**config.mk**
```make
export PLATFORM = sky130hd
export DESIGN_NAME = rf_arbiter
export DESIGN_NICKNAME = d
export VERILOG_FILES = /design/src/rtl/rf_arbiter.sv
export SDC_FILE = /design/constraint.sdc
export NUM_CORES = 1
export LEC_CHECK = 0
export BUFFER_PORTS_ARGS = -buffer_cell sky130_fd_sc_hd__buf_2
export CAP_MARGIN = 40
export CORE_AREA = 2 2 97 99
export CTS_BUF_LIST = sky130_fd_sc_hd__clkbuf_8
export CTS_CLUSTER_DIAMETER = 100
export CTS_CLUSTER_SIZE = 40
export DETAILED_ROUTE_END_ITERATION = 10
export DIE_AREA = 0 0 99 101
export GPL_ROUTABILITY_DRIVEN = 0
export PLACE_DENSITY = 0.78
export SYNTH_ARGS = -nofsm -noshare
export SYNTH_HDL_FRONTEND = slang
export SYNTH_SLANG_ARGS = --single-unit
```
**constraint.sdc**
```tcl
create_clock -name clk -period 1.5 [get_ports clk]
set_input_delay 0.15 -clock clk [delete_from_list [all_inputs] [get_ports clk]]
set_output_delay 0.15 -clock clk [all_outputs]
set_load 0.01 [all_outputs]
```
**src/rtl/rf_arbiter.sv**
```systemverilog
// Two-requester round-robin arbiter in front of a single-port register file
// with one-cycle registered read latency.
//
// state  | meaning
// IDLE   | arbitrate; winning command is registered onto the RF port
// ISSUE  | RF access cycle (gnt/err visible); reads continue to RDWAIT
// RDWAIT | RF read data arriving; captured into rdata, rvalid next cycle
module rf_arbiter #(
  parameter int DW    = 32,
  parameter int AW    = 5,
  parameter int NREGS = 16
) (
  input  logic          clk,
  input  logic          reset,
  input  logic          req0,
  input  logic          wr0,
  input  logic [AW-1:0] addr0,
  input  logic [DW-1:0] wdata0,
  input  logic          req1,
  input  logic          wr1,
  input  logic [AW-1:0] addr1,
  input  logic [DW-1:0] wdata1,
  output logic          gnt0,
  output logic          gnt1,
  output logic          err0,
  output logic          err1,
  output logic          rvalid0,
  output logic          rvalid1,
  output logic [DW-1:0] rdata,
  output logic [AW-1:0] rf_port1,
  output logic [DW-1:0] rf_wdata,
  output logic          rf_we,
  input  logic [DW-1:0] rf_rdata
);

  typedef enum logic [1:0] {IDLE, ISSUE, RDWAIT} state_t;

  localparam logic [31:0] NREGS_U = 32'(NREGS);

  state_t state;
  logic   last1;
  logic   cmd_id;
  logic   cmd_rd;
  logic   cmd_zero;

  logic          any_req;
  logic          win1;
  logic          sel_wr;
  logic [AW-1:0] sel_addr;
  logic [DW-1:0] sel_wdata;
  logic          sel_bad;
  logic          sel_zero;

  // With both requesting, the one not granted last wins.
  always_comb begin
    any_req   = req0 | req1;
    win1      = req1 & (~req0 | ~last1);
    sel_wr    = win1 ? wr1 : wr0;
    sel_addr  = win1 ? addr1 : addr0;
    sel_wdata = win1 ? wdata1 : wdata0;
    sel_bad   = 32'(sel_addr) >= NREGS_U;
    sel_zero  = (sel_addr == '0);
  end

  always_ff @(posedge clk or negedge reset) begin
    if (!reset) begin
      state    <= IDLE;
      last1    <= 1'b1;
      cmd_id   <= 1'b0;
      cmd_rd   <= 1'b0;
      cmd_zero <= 1'b0;
      gnt0     <= 1'b0;
      gnt1     <= 1'b0;
      err0     <= 1'b0;
      err1     <= 1'b0;
      rvalid0  <= 1'b0;
      rvalid1  <= 1'b0;
      rdata    <= '0;
      rf_port1 <= '0;
      rf_wdata <= '0;
      rf_we    <= 1'b0;
    end else begin
      gnt0     <= 1'b0;
      gnt1     <= 1'b0;
      err0     <= 1'b0;
      err1     <= 1'b0;
      rvalid0  <= 1'b0;
      rvalid1  <= 1'b0;
      rf_we    <= 1'b0;
      rf_port1 <= '0;
      case (state)
        IDLE: begin
          if (any_req) begin
            state    <= ISSUE;
            last1    <= win1;
            cmd_id   <= win1;
            gnt0     <= ~win1;
            gnt1     <= win1;
            err0     <= ~win1 & sel_bad;
            err1     <= win1 & sel_bad;
            cmd_rd   <= ~sel_wr & ~sel_bad;
            cmd_zero <= sel_zero;
            // Address 0 and illegal addresses never touch the file.
            if (!sel_bad && !sel_zero) begin
              rf_port1 <= sel_addr;
              rf_we    <= sel_wr;
              if (sel_wr) rf_wdata <= sel_wdata;
            end
          end
        end
        ISSUE: begin
          state <= cmd_rd ? RDWAIT : IDLE;
        end
        RDWAIT: begin
          rdata   <= cmd_zero ? '0 : rf_rdata;
          rvalid0 <= ~cmd_id;
          rvalid1 <= cmd_id;
          state   <= IDLE;
        end
        default: state <= IDLE;
      endcase
    end
  end

endmodule

```
---- Word-level counts from Yosys, hierarchy flattened ----
Index checks and enable logic that the tools add are counted.
operators by class
  reductions and logical operators ........ 7
  $lt $le $gt $ge ......................... 1
  equality and inequality tests ........... 3
  mux-type cells .......................... 23
  bitwise operators ....................... 12
operator list
  operator              count
  $mux W32              2
  $mux W5               4
  $mux W1               14
  $not A1 Y1            6
  $ge A5 B5 Y1 const B  1
  $logic_not A5 Y1      1
  $and A1 B1 Y1         4
  $mux W2               2
  $pmux W2 S2           1
  $reduce_and A4 Y1     1
  $eq A2 B1 Y1 const B  1
  $eq A2 B2 Y1 const B  1
  $logic_not A1 Y1      2
  $logic_not A2 Y1      1
  $ne A2 B2 Y1 const B  1
  $or A1 B1 Y1          2
  $reduce_and A2 Y1     1
  $logic_and A1 B1 Y1   1
word-level totals
  bits in registers ....................... 82
  input port bits ......................... 112

---- Longest topological paths before layout ----
  word-level depth ........................ 10
  mapped depth ............................ 6
  mapped depth without buffers ............ 5

---- Worst setup path after synthesis ----
Ideal clock, no wire load.
  path type ............................... input -> register
  from .................................... input addr0[0]
  to ...................................... register rf_wdata[23]
  stages on the path ...................... 5
  buffers on the path ..................... 1
  slack ................................... -238 ps
  setup time .............................. 127 ps
  data required time ...................... 1373 ps
  arrival time ............................ 1611 ps
  cells stage by stage .................... or4_1 and4b_1 o21ai_4 buf_6 mux2_1
on the way
  longest elaborated chain between the ends .. 5
  elaborated cells on any way between the ends .. 7
  classes of those cells .................. 1 x order compare; 1 x mux; 5 x reduce/logical
ends and longest elaborated chain
  what                                              RTL line  RTL
  start, declared                                   17        input logic [AW-1:0] addr0,
  $mux W5 *                                         59        sel_addr = win1 ? addr1 : addr0;
  $ge A5 B5 Y1 or $logic_not A5 Y1 (tied branches)  61, 62
  $logic_not A1 Y1                                  104       if (!sel_bad && !sel_zero) begin
  $logic_and A1 B1 Y1 *                             104
  $reduce_and A4 Y1 (no source line) *              --
  end signal, assigned                              107       if (sel_wr) rf_wdata <= sel_wdata;
  end, declared                                     31        output logic [DW-1:0] rf_wdata,
Every way passes the cells marked *; elsewhere a longest branch is shown, timed or not.
A chain may end at the register's enable or synchronous reset.

---- Worst setup path in the final report ----
  from .................................... register last1
  to ...................................... register rf_wdata[17]
on the way
  longest elaborated chain between the ends .. 8
  elaborated cells on any way between the ends .. 12
  classes of those cells .................. 1 x order compare; 3 x mux; 3 x bitwise; 5 x reduce/logical
ends and longest elaborated chain
  what                                              RTL line  RTL
  start, declared                                   41        logic last1;
  start signal, assigned                            95        last1 <= win1;
  $not A1 Y1 *                                      57        win1 = req1 & (~req0 | ~last1);
  $or A1 B1 Y1 *                                    57
  $and A1 B1 Y1 *                                   57
  $mux W5                                           59
  $ge A5 B5 Y1 or $logic_not A5 Y1 (tied branches)  61, 62
  $logic_not A1 Y1                                  104
  $logic_and A1 B1 Y1                               104
  $reduce_and A4 Y1 (no source line)                --
Marked as above.

==> results.cfg <==
[outcome]
status = finished with violations
failed_checks = negative setup slack

[detailed_routing]
routed_wl_um = 8740
drt_pre_antenna_iters = 4
drt_iter0_drc = 72
drc_errors = 0
ant_nets = 0
wl_per_cell_um = 12.8
viasPerCell = 4.71
vias = 3210

[clock_tree]
htreeDepth = 3
cts_buffers = 9
tritoncts = yes
path_clk_slew_ps = 90
clk_path_buf_depth = 2
clock_latency_ps = 340
cts.sink_count = 82
cts_root_buf = clkbuf_8
postCtsSetupBuffers = 0

[placement]
place_hpwl_um = 6550
port-buffer-count = 187

[yosys]
yosysSeqAreaShare_pct = 56.4
synthDistinctLibCells = 27
syn_area_per_cell_um2 = 9.76
synth_cells = 373
ys_warn_count = 0
synth_area_um2 = 3640
synth-seq-cells = 82
syn_nets = 485

[timing]
tns_ps = -5690
fin_ws_ps = -198
rsz0062_at_grt = yes
tightestPinTransition_ps = 726
hold_viol_final = 0
max_slew_margin_pct = 51.6
max_freq_mhz = 589
slew_viol_final = 0
skew_ps = 11.9
finalCriticalPeriod_ps = 1700
fin_crit_sh_pct = 113
setup_viol = 32

[global_routing]
grt_pass1_wl_um = 14300
first_global_vias = 3122
antenna_found_initial = 0
grt_use_met2_pct = 29.2
grt-ovfl-total = 0
track_usage_pct = 17.8
grt.met3_usage_pct = 3.95
top_usage_layer = met2
groute.layer.met1.usage_pct = 23.4
grt_start_max_net_pins = 67

[setup_path]
slowest_stage = dfstp_2
arrival_ps = 1920
rr_endpoint = rf_wdata[17]
cp_cell_sequence = a21bo_4 -> and4b_1 -> o21ai_4 -> buf_12 -> mux2_1
cp_slowest_stage_delay_ps = 380
r2r-start = last1
required_ps = 1720
rrSetupSlack_ps = -200
cp-end-kind = register
cp_max_fo = 33
cp_num_buf_inv = 1
worstSetupPathType = reg -> reg
reg2reg_depth = 5
cpLargestDelayFamily = compound AO/OA/AOI/OAI gates
start_kind = register

[die]
ios = 188
die_height_um = 101
coreArea_um2 = 8980
num_rows = 35
start_util_pct = 40.6
dieArea_um2 = 10000
die_w_um = 99

[finish]
fillers = 796
diodes = 0
ff_latch_area_um2 = 2050
area_growth_pct = 38.4
final_nets = 678
drive_gt1_share_pct = 39.9
multiInputGateArea_um2 = 1500
final_core_util_pct = 56.2

[worst_hold_path]
hold_path.startpoint = rf_rdata[14]
holdPathEnd = rdata[14]
hold-path-cell-count = 3
min_path_type = in -> reg

[power_and_ir_drop]
p_switching_uw = 3030
combPwrFrac_pct = 37.0
powerDensity_nw_per_um2 = 1730
cellInternalPower_uw = 5680
swShare_pct = 34.8
leakage_uw = 0.00281
peakVddDrop_uv = 729
clkPwrFrac_pct = 20.4
seq_power_share_pct = 42.5

[run]
max_cap_violations = 0
-- worst max path at each step --
stage	startpoint	endpoint	slack, ps	depth (start not counted)
floorplan	addr0[0]	rf_wdata[23]	-220	5
global placement	addr0[0]	rf_wdata[27]	-370	6
detailed placement	addr0[0]	rf_wdata[17]	-410	6
CTS	last1	rf_wdata[17]	-200	5
global route	last1	rf_wdata[26]	-260	5
finish	last1	rf_wdata[17]	-200	5
-- flip-flops by register name (all words and copies together) (netlist names) --
name      count
rvalid1       1
rf_wdata     32
state         2
err1          1
rf_port1      5
err0          1
rvalid0       1
cmd_zero      1
gnt1          1
cmd_rd        1
rdata        32
last1         1
gnt0          1
rf_we         1
cmd_id        1
-- per-layer routing --
metal | vias to the layer above | wire length (um) | part of all wire, %
met2 | 156 | 4130 | 47
met4 | 0 | 150 | 1.7
met3 | 16 | 658 | 7.5
met1 | 1447 | 3800 | 43
li1 | 1591 | - | -
met5 | - | 0 | 0
-- cells in the mapped netlist --
cell type    n  area (um^2)
a21bo_2      1         10.0
nand2b_1    33          206
a21o_1       1         7.51
inv_1        2         7.51
and3b_1      1         8.76
conb_1       1         3.75
o32a_1       1         10.0
or4_1        1         7.51
o21ai_4      1         16.3
nand2_1    132          495
nand3b_1     8         60.1
a21boi_1     1         7.51
a21oi_1      5         25.0
inv_2        1         3.75
nor4b_2      1         15.0
nor4_1       1         6.26
a31oi_1      1         6.26
mux2_1      32          360
o21ai_0     35          175
nor2_1       5         18.8
dfstp_2      1         26.3
clkbuf_1    19         71.3
buf_6        3         33.8
and3_1       2         12.5
dfrtp_1     81         2030
nor3_1       2         10.0
and4b_1      1         10.0
-- cell type report --
| type | count | area share, % |
|---|---|---|
| inverter | 3 | 0.223 |
| clock buffer | 10 | 2.73 |
| timing repair buffer | 204 | 22.0 |
| tap | 111 | 2.76 |
| clock inverter | 6 | 1.79 |
| multi-input combinational | 266 | 29.8 |
| sequential | 82 | 40.7 |
-- power groups by stage --
stage                     combinational [uW]  sequential, uW  clock [uW]
after floorplan                         1270            4140           0
after global placement                  3150            3710           0
after global routing                    3650            3830        1930
final                                   3230            3710        1780
after detailed placement                3260            3750           0
after CTS                               3280            3720        1850
-- metrics by stage --
stage                     total power (uW)  hold slack, ps  instances  setup slack (ps)  instance area (um^2)
final                                 8720            51.1        682              -198                  5040
after global placement                6860             106        665              -369                  4790
after global routing                  9410            41.7        682              -259                  5040
after detailed placement              7010             115        665              -408                  4790
after CTS                             8860            25.1        682              -203                  5040
after floorplan                       5410            -146        373              -224                  3650
-- placed cells by master (no fill, tap or decap), types with 2 or more instances in the layout --
cell and count:
buf_2 186, nand2_1 132, dfrtp_1 81, o21ai_0 35, nand2b_1 32, mux2_1 31
buf_4 13, clkbuf_8 10, nand3b_1 8, nor2_1 5, a21oi_1 5, buf_12 3
inv_1 2, and3_1 2, nor3_1 2, bufinv_16 2, clkinv_4 2
-- worst register-to-register path, cell delays in order, from the launching register on --
cell     delay, ps
dfstp_2        380
a21bo_4        220
and4b_1        220
o21ai_4        170
buf_12         210
mux2_1         380
-- what timing repair did --
action                                 in CTS  in global routing
resized for setup                           2                  1
setup endpoints to repair                  32                 34
endpoints found under the hold margin      28                  0
hold buffers                                1                  0
-- logic make-up (layout without fill, tap and decap cells) --
kind of cell | Yosys count | after routing | share of synthesized area [%]
AOI/OAI and AO/OA | 46 | 46 | 7.08
buffers and inverters | 25 | 223 | 3.19
DFF | 82 | 82 | 56.4
muxes | 32 | 32 | 9.89
other | 1 | 1 | 0.103
and+or+nand+nor | 187 | 187 | 23.4
No activity file was read; power rests on OpenSTA's default activity.
